===== src/rtl/calc_port_scheduler.sv =====
// Round-robin sharing of one Calc3 port between NREQ requesters; each issue takes 2 cycles, responses are routed by 2-bit tag.
// Grant to first DUT beat is 1 cycle, response to rsp_valid is 1 cycle; req_ready stays low while ISSUE1 is active or no tag is free.
module calc_port_scheduler #(
  parameter int NREQ = 4,
  parameter int NTAG = 4
) (
  input  logic               clk,
  input  logic               reset_n,
  input  logic [NREQ-1:0]    req_valid,
  output logic [NREQ-1:0]    req_ready,
  input  logic [4*NREQ-1:0]  req_cmd,
  input  logic [32*NREQ-1:0] req_op1,
  input  logic [32*NREQ-1:0] req_op2,
  output logic [3:0]         dut_cmd,
  output logic [31:0]        dut_data,
  output logic [1:0]         dut_tag,
  input  logic [1:0]         dut_resp,
  input  logic [31:0]        dut_out_data,
  input  logic [1:0]         dut_out_tag,
  output logic [NREQ-1:0]    rsp_valid,
  output logic [1:0]         rsp_code,
  output logic [31:0]        rsp_data,
  output logic [NTAG-1:0]    busy_tags,
  output logic               spurious
);

  localparam int IW = (NREQ > 1) ? $clog2(NREQ) : 1;

  typedef enum logic [1:0] {IDLE, ISSUE1, ISSUE2} state_t;

  state_t          state_q, state_d;
  logic [3:0]      busy_q;
  logic [IW-1:0]   owner_q [4];
  logic [IW-1:0]   rr_ptr_q;
  logic [31:0]     op2_q;
  logic [1:0]      tag_q;

  logic            tag_avail;
  logic [1:0]      free_tag;
  logic            grant_vld;
  logic [IW-1:0]   gnt_idx;
  logic [IW-1:0]   cand;
  logic [3:0]      cmd_d;
  logic [31:0]     data_d;
  logic [1:0]      tag_d;
  logic            rsp_hit;
  logic            rsp_bad;

  function automatic logic [IW-1:0] rr_idx(input logic [IW-1:0] base, input int k);
    int j;
    j = int'(base) + k;
    if (j >= NREQ) j = j - NREQ;
    return IW'(j);
  endfunction

  // Allocation reads the registered bitmap, so a tag freed this cycle is not reused until next cycle.
  always_comb begin
    tag_avail = 1'b0;
    free_tag  = '0;
    for (int t = NTAG - 1; t >= 0; t--) begin
      if (!busy_q[t]) begin
        tag_avail = 1'b1;
        free_tag  = 2'(t);
      end
    end
  end

  // Scan from the far end so the requester closest to the pointer wins.
  always_comb begin
    grant_vld = 1'b0;
    gnt_idx   = '0;
    cand      = '0;
    req_ready = '0;
    if ((state_q == IDLE || state_q == ISSUE2) && tag_avail) begin
      for (int k = NREQ - 1; k >= 0; k--) begin
        cand = rr_idx(rr_ptr_q, k);
        if (req_valid[cand] && req_cmd[4*cand +: 4] != 4'd0) begin
          grant_vld = 1'b1;
          gnt_idx   = cand;
        end
      end
    end
    if (grant_vld) req_ready = NREQ'(1) << gnt_idx;
  end

  always_comb begin
    state_d = state_q;
    cmd_d   = '0;
    data_d  = '0;
    tag_d   = '0;
    if (grant_vld) begin
      state_d = ISSUE1;
      cmd_d   = req_cmd[4*gnt_idx +: 4];
      data_d  = req_op1[32*gnt_idx +: 32];
      tag_d   = free_tag;
    end else if (state_q == ISSUE1) begin
      state_d = ISSUE2;
      data_d  = op2_q;
      tag_d   = tag_q;
    end else if (state_q == ISSUE2) begin
      state_d = IDLE;
    end
  end

  assign rsp_hit   = (dut_resp == 2'd1 || dut_resp == 2'd2) && busy_q[dut_out_tag];
  assign rsp_bad   = (dut_resp != 2'd0) && !rsp_hit;
  assign busy_tags = busy_q[NTAG-1:0];

  always_ff @(posedge clk or negedge reset_n) begin
    if (!reset_n) begin
      state_q   <= IDLE;
      busy_q    <= '0;
      rr_ptr_q  <= '0;
      op2_q     <= '0;
      tag_q     <= '0;
      dut_cmd   <= '0;
      dut_data  <= '0;
      dut_tag   <= '0;
      rsp_valid <= '0;
      rsp_code  <= '0;
      rsp_data  <= '0;
      spurious  <= 1'b0;
      for (int t = 0; t < 4; t++) owner_q[t] <= '0;
    end else begin
      state_q   <= state_d;
      dut_cmd   <= cmd_d;
      dut_data  <= data_d;
      dut_tag   <= tag_d;
      rsp_valid <= '0;
      rsp_code  <= '0;
      rsp_data  <= '0;
      spurious  <= rsp_bad;
      if (rsp_hit) begin
        rsp_valid[owner_q[dut_out_tag]] <= 1'b1;
        rsp_code <= dut_resp;
        rsp_data <= dut_out_data;
      end
      // Freed and allocated tags never coincide: a hit needs a busy tag, allocation a free one.
      busy_q <= (busy_q & ~(rsp_hit ? (4'b1 << dut_out_tag) : 4'b0))
              | (grant_vld ? (4'b1 << free_tag) : 4'b0);
      if (grant_vld) begin
        op2_q             <= req_op2[32*gnt_idx +: 32];
        tag_q             <= free_tag;
        owner_q[free_tag] <= gnt_idx;
        rr_ptr_q          <= (gnt_idx == IW'(NREQ - 1)) ? '0 : gnt_idx + 1'b1;
      end
    end
  end

endmodule


===== config.mk =====
export PLATFORM = sky130hd
export DESIGN_NAME = calc_port_scheduler
export DESIGN_NICKNAME = d
export VERILOG_FILES = /design/src/rtl/calc_port_scheduler.sv
export SDC_FILE = /design/constraint.sdc
export NUM_CORES = 1
export LEC_CHECK = 0
export CORE_AREA = 5 5 153 155
export DETAILED_ROUTE_END_ITERATION = 16
export DIE_AREA = 0 0 158 160
export GPL_TIMING_DRIVEN = 0
export HOLD_SLACK_MARGIN = 0.02
export PLACE_DENSITY = 0.72
export SETUP_SLACK_MARGIN = 0.05
export SLEW_MARGIN = 20
export SYNTH_ARGS = -nofsm -noshare
export SYNTH_HDL_FRONTEND = slang
export SYNTH_SLANG_ARGS = --single-unit

===== constraint.sdc =====
create_clock -name clk -period 2.8 [get_ports clk]
set_input_delay 0.56 -clock clk [delete_from_list [all_inputs] [get_ports clk]]
set_output_delay 0.56 -clock clk [all_outputs]
set_load 0.005 [all_outputs]

==> flow_summary.json, run 1 <==
{
  "status": "complete, but fails checks",
  "violations": "negative setup slack",
  "syn_area_um2": 7057,
  "clock_sinks": 127,
  "hold_buffers": 0,
  "die_h_um": 160,
  "drt_iter0_drc": 354,
  "critPathLaunch": "req_cmd[0]",
  "startpoint_type": "input port",
  "die-area_um2": 25280,
  "synth_area_leaders": "dfrtp_1 (45%), mux2i_1 (18%), a221oi_2 (9.6%), a21oi_1 (3.5%), and3_1 (3.2%)",
  "tns_ns": -0.8120,
  "timing_worst_setup_path_type": "input port to output port",
  "path_buf_inv": 6,
  "ir_worst_vdd_mv": 0.4347,
  "rows": 54,
  "final_hold_viol_count": 0,
  "place.gp.congestion": 0.8369,
  "worstSetupEndpointType": "output port",
  "netlist.top_cell.by_area": "dfrtp_1",
  "crit_chain": "buf_8 -> o41ai_4 -> o211ai_1 -> o22ai_1 -> o211a_1 -> buf_6 -> clkinv_8 -> buf_12 -> buf_12 -> ha_4 -> and2_4 -> buf_6",
  "dp_cells": 1270,
  "yosysSeqAreaShare": 0.4504,
  "cts_buffers": 17,
  "dr_total_vias": 6717,
  "viasPerCell": 5.054,
  "fmax_mhz": 327.5,
  "cp_slowest_cell": "o41ai_4",
  "clk_pin_slew_ns": 0.06,
  "r2r_start": "rr_ptr_q[0]",
  "synth_seq_cells": 127,
  "min_period_ns": 3.054,
  "clock_path_buffers": 2,
  "grt_max_degree": 77,
  "max_slew.worst_pin.slew_ns": 0.7880,
  "grt-ovfl-total": 0,
  "grt_pass1_vias": 7392,
  "clk_latency_ns": 0.42,
  "synth_cell_types": 42,
  "grt_pass1_wl_um": 43130,
  "holdWs_ns": 0.05381,
  "path_max_fanout": 4,
  "cts_root_buf": "clkbuf_16",
  "skew_ns": 0.01243,
  "setup_violations": 4,
  "tritoncts": "done",
  "finalNonFillerCells": 1329,
  "final_nets": 1354,
  "wl_per_cell_um": 22.20,
  "ios": 399,
  "grt_use_total": 0.2263,
  "synth_edf_count": 0,
  "layout_setup_ws_ns": -0.2536,
  "synth_fp_nets": 911,
  "hold_class": "input port to async pin",
  "initial_core_util": 0.3254,
  "ys_async_sr_fraction": 1.000,
  "io_buffers": 397,
  "leakage_nw": 5.803,
  "drv_cap": 0,
  "avgSynthCellArea_um2": 11.92,
  "cpPeakStageDelay_ns": 0.50,
  "cp.arrival_ns": 2.49,
  "htreeDepth": 4,
  "hpwl_um": 23070,
  "ant_nets": 0,
  "drc_errors": 0,
  "first_pass_iters": 5,
  "syn_inst": 592,
  "power_density_nw_per_um2": 932.3,
  "dpl_cell_area_um2": 11430,
  "core_um2": 21690,
  "synth_top_area_share": 0.4504,
  "areaGrowthSynthToFinish_pct": 75.39,
  "final_max_slew_viol_count": 0,
  "synth_ff_type": "dfrtp_1",
  "crit_family": "compound AO/OA/AOI/OAI gates",
  "netlist_top_cells_count": "dfrtp_1 (127), mux2i_1 (127), a21oi_1 (50)",
  "rsz0062_at_grt": "yes",
  "yosysWarnings": 0,
  "cp_data_required_time_ns": 2.24,
  "period_share": 1.091,
  "design_area_um2": 12380,
  "antenna_found_initial": 3,
  "drive_gt1_frac": 0.1718,
  "fp.dieW_um": 158,
  "drt-total-wl_um": 29500,
  "relSlewSlack": 0.4746
}
cell families after synthesis:
family                   Yosys count  share of synthesized area
multiplexers                     138                     0.2089
adder cells (fa/ha/maj)            5                   0.008865
AO/OA/AOI/OAI                    142                     0.1927
flip-flops                       127                     0.4504
AND/OR/NAND/NOR                  114                    0.08316
buffers and inverters             66                    0.05603
repair_timing:
action                     CTS  global route
resized for setup          100            24
pin swaps                   10             8
setup endpoints to repair   63            19
setup buffers               19             7
power by group:
part / switching (W) / total, W / internal [W]
registers: 0.000368 / 0.00292 / 0.00256
clock network: 0.000858 / 0.00240 / 0.00155
logic: 0.00314 / 0.00621 / 0.00307
total: 0.00437 / 0.0115 / 0.00717
state kept, by name (all words and copies together) (netlist names):
register / flops
busy_tags: 4
dut_cmd: 4
dut_data: 32
dut_tag: 2
op2_q: 32
owner_q: 8
rr_ptr_q: 2
rsp_code: 2
rsp_data: 32
rsp_valid: 4
spurious: 1
state_q: 2
tag_q: 2
path summary, 6_finish.rpt:
check / endpoint / slack (ns) / cells after the start
setup / recovery: req_ready[0] / -0.25 / 12
setup reg to reg: dut_data[16] / 0.23 / 10
hold / removal: rsp_data[24] / 0.05 / 1
max in group asynchronous: dut_data[12] / 2.00 / 2
hold reg to reg: owner_q[0] / 0.48 / 2
min in group clk: owner_q[0] / 0.48 / 2
cells in the final DEF (no fill, tap or decap), types with 11 or more instances in the layout:
cell type          n
buf_6             11
a21oi_1           50
a221oi_1          17
a221oi_2          46
dfrtp_1          125
and3_1            36
mux2i_1          122
nand2_1           15
clkbuf_1          29
clkdlybuf4s50_1  372
o21ai_0           11
clkbuf_16         17
buf_4             32
nor2_1            38
cell type report:
class	instances	area, µm²
timing repair buffer	424	4163
buffer	56	417.9
clock inverter	12	182.7
inverter	10	50.05
antenna	1	2.502
fill	1895	9311
multi-input combinational	399	3573
tap	280	350.3
sequential	127	3181
clock buffer	20	456.7
through the flow:
step / setup WS [ns] / utilization / total power (W)
2_1_floorplan: 0.04533 / - / 0.006313
3_3_place_gp: -3.964 / 0.5253 / 0.008759
3_5_place_dp: -1.393 / 0.5268 / 0.008849
4_1_cts: -0.2024 / 0.5662 / 0.01151
5_1_grt: -0.3286 / 0.5707 / 0.01222
6_report: -0.2536 / 0.5707 / 0.01154
metal layers:
layer	track usage	vias up	wire length (µm)
li1	-	3129	-
met1	0.2565	3220	10960
met2	0.4058	325	15180
met3	0.06793	39	2670
met4	0.06941	4	665
met5	0	-	27
Power figures use the tool's default switching activity.
==> run 2: changes to the inputs <==
GPL_TIMING_DRIVEN = default   (was 0)
==> flow_summary.json, run 2 (synthesis results as in run 1) <==
{
  "status": "complete, but fails checks",
  "violations": "negative setup slack",
  "path_max_fanout": 4,
  "hold_class": "input port to async pin",
  "core_um2": 21690,
  "drt-total-wl_um": 26000,
  "tritoncts": "done",
  "final_cell_mix": "clkdlybuf4s50_1 (373), mux2i_1 (127), dfrtp_1 (127)",
  "critPathLaunch": "req_cmd[11]",
  "multi_input_area_um2": 3567,
  "hpwl_um": 19920,
  "r2r_start": "rr_ptr_q[0]",
  "fp.dieW_um": 158,
  "place.gp.congestion": 0.8123,
  "final_max_slew_viol_count": 0,
  "min_period_ns": 2.871,
  "setup_violations": 2,
  "layout_commonest_cell": "clkdlybuf4s50_1",
  "hold_buffers": 0,
  "final_nets": 1326,
  "grt_pass1_vias": 6745,
  "grt_use_total": 0.1955,
  "startpoint_type": "input port",
  "ir_worst_vdd_mv": 0.4318,
  "seqCellArea_um2": 3178,
  "areaGrowthSynthToFinish_pct": 72.25,
  "grt-ovfl-total": 0,
  "drive_gt1_frac": 0.1745,
  "reg2reg_to": "dut_cmd[3]",
  "ios": 399,
  "htreeDepth": 4,
  "cts_buffers": 17,
  "first_pass_iters": 5,
  "place_ws_ns": -0.8039,
  "clk_pin_slew_ns": 0.06,
  "die_h_um": 160,
  "drt_iter0_drc": 317,
  "power.total_w": 0.01092,
  "skew_ns": 0.009177,
  "cp_data_required_time_ns": 2.24,
  "viasPerCell": 4.990,
  "antenna_found_initial": 1,
  "clock_path_buffers": 2,
  "worstSetupEndpointType": "output port",
  "io_buffers": 398,
  "holdWs_ns": 0.1081,
  "ant_nets": 0,
  "cts_root_buf": "clkbuf_16",
  "tns_ns": -0.1324,
  "cp.arrival_ns": 2.31,
  "grt_max_degree": 68,
  "clk_latency_ns": 0.41,
  "rsz0062_at_grt": "yes",
  "wl_per_cell_um": 20.00,
  "top_regs": "dut_data: 32 flops, op2_q: 32 flops, rsp_data: 32 flops",
  "power_density_nw_per_um2": 898.3,
  "timing_worst_setup_path_type": "input port to output port",
  "drv_cap": 0,
  "fmax_mhz": 348.3,
  "rows": 54,
  "reg2reg_depth": 9,
  "initial_core_util": 0.3254,
  "relSlewSlack": 0.4819,
  "antenna_cells": 0,
  "final_hold_viol_count": 0,
  "endpoint": "req_ready[0]",
  "leakage_nw": 5.752,
  "period_share": 1.025,
  "dr_total_vias": 6487,
  "clock_sinks": 127,
  "layout_setup_ws_ns": -0.07101,
  "max_slew.worst_pin.slew_ns": 0.7772,
  "drc_errors": 0,
  "grt_pass1_wl_um": 38070,
  "fillCellCount": 1893,
  "timing.reg2reg.setup_slack_ns": 0.15,
  "die-area_um2": 25280
}
-- run 2: cell types whose count changed in the layout (fill, tap and decap cells not counted), sizes merged --
| cell | before | now |
|---|---|---|
| dlygate4sd2 | 4 | 5 |
| diode | 1 | 0 |
| bufinv | 4 | 3 |
| clkdlybuf4s15 | 5 | 4 |
| clkdlybuf4s50 | 372 | 373 |
| clkbuf | 55 | 25 |
| inv | 11 | 12 |
| buf | 64 | 65 |
-- run 2: worst min path at each step --
stage                               to     start  cells past startpoint
after floorplan           busy_tags[0]   reset_n                      0
after global placement      dut_tag[1]  tag_q[1]                      2
after detailed placement    dut_tag[1]  tag_q[1]                      2
after CTS                 rsp_data[24]   reset_n                      1
after global routing       rsp_data[0]   reset_n                      1
final                       dut_cmd[1]   reset_n                      1
-- run 2: cell type report --
type                    instances  share of cell area
well taps                     280             0.02882
multi-input cells             399              0.2935
inverters                      10            0.004323
clock inverters                12             0.01297
flip-flops and latches        127              0.2615
repair buffers                452              0.3622
clock buffers                  20             0.03675
-- run 2: what timing repair did --
| action | CTS | global route |
|---|---|---|
| setup endpoints to repair | 68 | 24 |
| pin swaps | 9 | 8 |
| buffers inserted | 9 | 5 |
| gates resized for setup | 74 | 15 |
| cloned | 0 | 1 |
-- run 2: critical path, stage by stage --
cell and delay [ns]:
buf_2 0.13, o41ai_4 0.33, buf_4 0.19, o211ai_1 0.11, o22ai_1 0.21, o211a_4 0.22
buf_6 0.13, clkinv_8 0.05, ha_4 0.14, and2_1 0.12, buf_2 0.12
-- run 2: metrics by stage --
| step | utilization | area, µm² | instances |
|---|---|---|---|
| global route | 0.5605 | 12160 | 1300 |
| finish | 0.5605 | 12160 | 1300 |
| floorplan | - | 7069 | 592 |
| detailed placement | 0.5262 | 11410 | 1253 |
| global placement | 0.5262 | 11410 | 1253 |
| CTS | 0.5563 | 12070 | 1294 |
-- run 2: report_power, final --
part | internal [W] | switching, W
clock | 0.00143 | 0.000847
combinational | 0.00294 | 0.00280
sequential | 0.00255 | 0.000357
-- run 2: layer usage --
metal	part of all wire	global-route usage
met1	0.38	0.2294
met2	0.51	0.3427
met3	0.087	0.05927
met4	0.020	0.05661
met5	0.00077	0
==> run 3: changes to the inputs <==
==> constraint.sdc (replaced) <==
create_clock -name clk -period 2.8 [get_ports clk]
set_input_delay 0.56 -clock clk [delete_from_list [all_inputs] [get_ports clk]]
set_output_delay 0.56 -clock clk [all_outputs]
set_load 0.05 [all_outputs]
==> flow_summary.json, run 3 (synthesis results as in run 1) <==
{
  "status": "complete, but fails checks",
  "violations": "negative setup slack",
  "place.gp.congestion": 0.7921,
  "path_max_fanout": 4,
  "fp.dieW_um": 158,
  "min_period_ns": 2.820,
  "fmax_mhz": 354.6,
  "ir_worst_vdd_mv": 0.4351,
  "tritoncts": "done",
  "initial_core_util": 0.3254,
  "final_cell_mix": "clkdlybuf4s50_1 (373), mux2i_1 (127), dfrtp_1 (126)",
  "grt-ovfl-total": 0,
  "grt_pass1_vias": 6883,
  "skew_ns": 0.006987,
  "drt-total-wl_um": 25950,
  "final_max_slew_viol_count": 0,
  "cp.arrival_ns": 2.26,
  "ant_nets": 0,
  "rows": 54,
  "multi_input_area_um2": 3602,
  "clock_sinks": 127,
  "htreeDepth": 4,
  "grt_use_total": 0.1990,
  "critPathLaunch": "req_cmd[15]",
  "worstSetupEndpointType": "output port",
  "timing_worst_setup_path_type": "input port to output port",
  "cts_buffers": 17,
  "grt_pass1_wl_um": 38880,
  "io_buffers": 398,
  "rsz0062_at_grt": "yes",
  "grt_max_degree": 54,
  "max_slew.worst_pin.slew_ns": 0.7244,
  "viasPerCell": 4.976,
  "layout_setup_ws_ns": -0.01981,
  "finalNonFillerCells": 1306,
  "period_share": 1.007,
  "seqCellArea_um2": 3179,
  "antenna_found_initial": 2,
  "clk_latency_ns": 0.41,
  "hold_class": "input port to async pin",
  "drc_errors": 0,
  "final_hold_viol_count": 0,
  "cp_data_required_time_ns": 2.24,
  "clock_path_buffers": 2,
  "power_density_nw_per_um2": 1013,
  "final_util": 0.5669,
  "drv_cap": 0,
  "die-area_um2": 25280,
  "startpoint_type": "input port",
  "tns_ns": -0.01981,
  "die_h_um": 160,
  "leakage_nw": 5.801,
  "first_pass_iters": 4,
  "core_um2": 21690,
  "relSlewSlack": 0.5160,
  "drt_iter0_drc": 262,
  "top_regs": "dut_data: 32 flops, op2_q: 32 flops, rsp_data: 32 flops",
  "clk_pin_slew_ns": 0.06,
  "layout_commonest_cell": "clkdlybuf4s50_1",
  "areaGrowthSynthToFinish_pct": 74.24,
  "place_ws_ns": -0.4879,
  "cts_root_buf": "clkbuf_16",
  "ios": 399,
  "fillCellCount": 1874,
  "drive_gt1_frac": 0.1807,
  "setup_violations": 1,
  "dp_cells": 1259,
  "hpwl_um": 20450,
  "wl_per_cell_um": 19.87,
  "r2r_start": "rr_ptr_q[0]",
  "dr_total_vias": 6499,
  "final_nets": 1330
}
[run 3: routing by layer]
metal  GRT usage  wire [µm]  vias to the layer above
li1            -          -                     3077
met1      0.2356       9819                     3072
met2      0.3458      13100                      313
met3     0.05359       2362                       37
met4     0.06863        666                        0
met5           0          0                        -
[run 3: path summary, 6_finish.rpt]
check | slack [ns] | cells past startpoint | end
worst max-delay path | -0.02 | 9 | req_ready[3]
worst min-delay path | 0.1 | 1 | rsp_data[30]
worst max register to register | 0.32 | 9 | dut_cmd[1]
worst min register to register | 0.48 | 2 | dut_tag[1]
max in group asynchronous | 2.03 | 2 | op2_q[12]
min in group clk | 0.48 | 2 | dut_tag[1]
[run 3: what timing repair did]
action	4_1_cts	5_1_grt
hold buffers	0	0
buffers inserted	9	4
pin swaps	11	10
setup endpoints to repair	11	4
resized for setup	57	12
[run 3: power breakdown]
group          switching, W  internal, W  total, W
sequential         0.000378      0.00255   0.00293
combinational       0.00412      0.00304   0.00717
clock              0.000925      0.00144   0.00236
total               0.00543      0.00703    0.0125
[run 3: final cells by class]
cell class | instances | area share
tap | 280 | 0.02849
inverter | 10 | 0.004274
multi-input combinational | 399 | 0.2930
timing repair buffer | 456 | 0.3645
sequential | 127 | 0.2586
antenna | 2 | 0.0004070
clock buffer | 17 | 0.03460
clock inverter | 15 | 0.01618
[run 3: stage by stage]
step                total power [W]  hold WS [ns]  instance area (µm²)
floorplan                  0.007687        0.2644                 7116
global route                0.01318        0.1234                12300
CTS                         0.01253       0.09762                12250
global placement           0.009901        0.4563                11530
detailed placement         0.009989        0.4662                11530
finish                      0.01245       0.09518                12300
[run 3: worst max-delay path: stages]
cell and delay, ns:
buf_2 0.12, o41ai_4 0.43, nor3b_4 0.28, o22ai_2 0.12, o211a_4 0.19, buf_6 0.13
ha_4 0.14, and2_4 0.14, buf_12 0.14
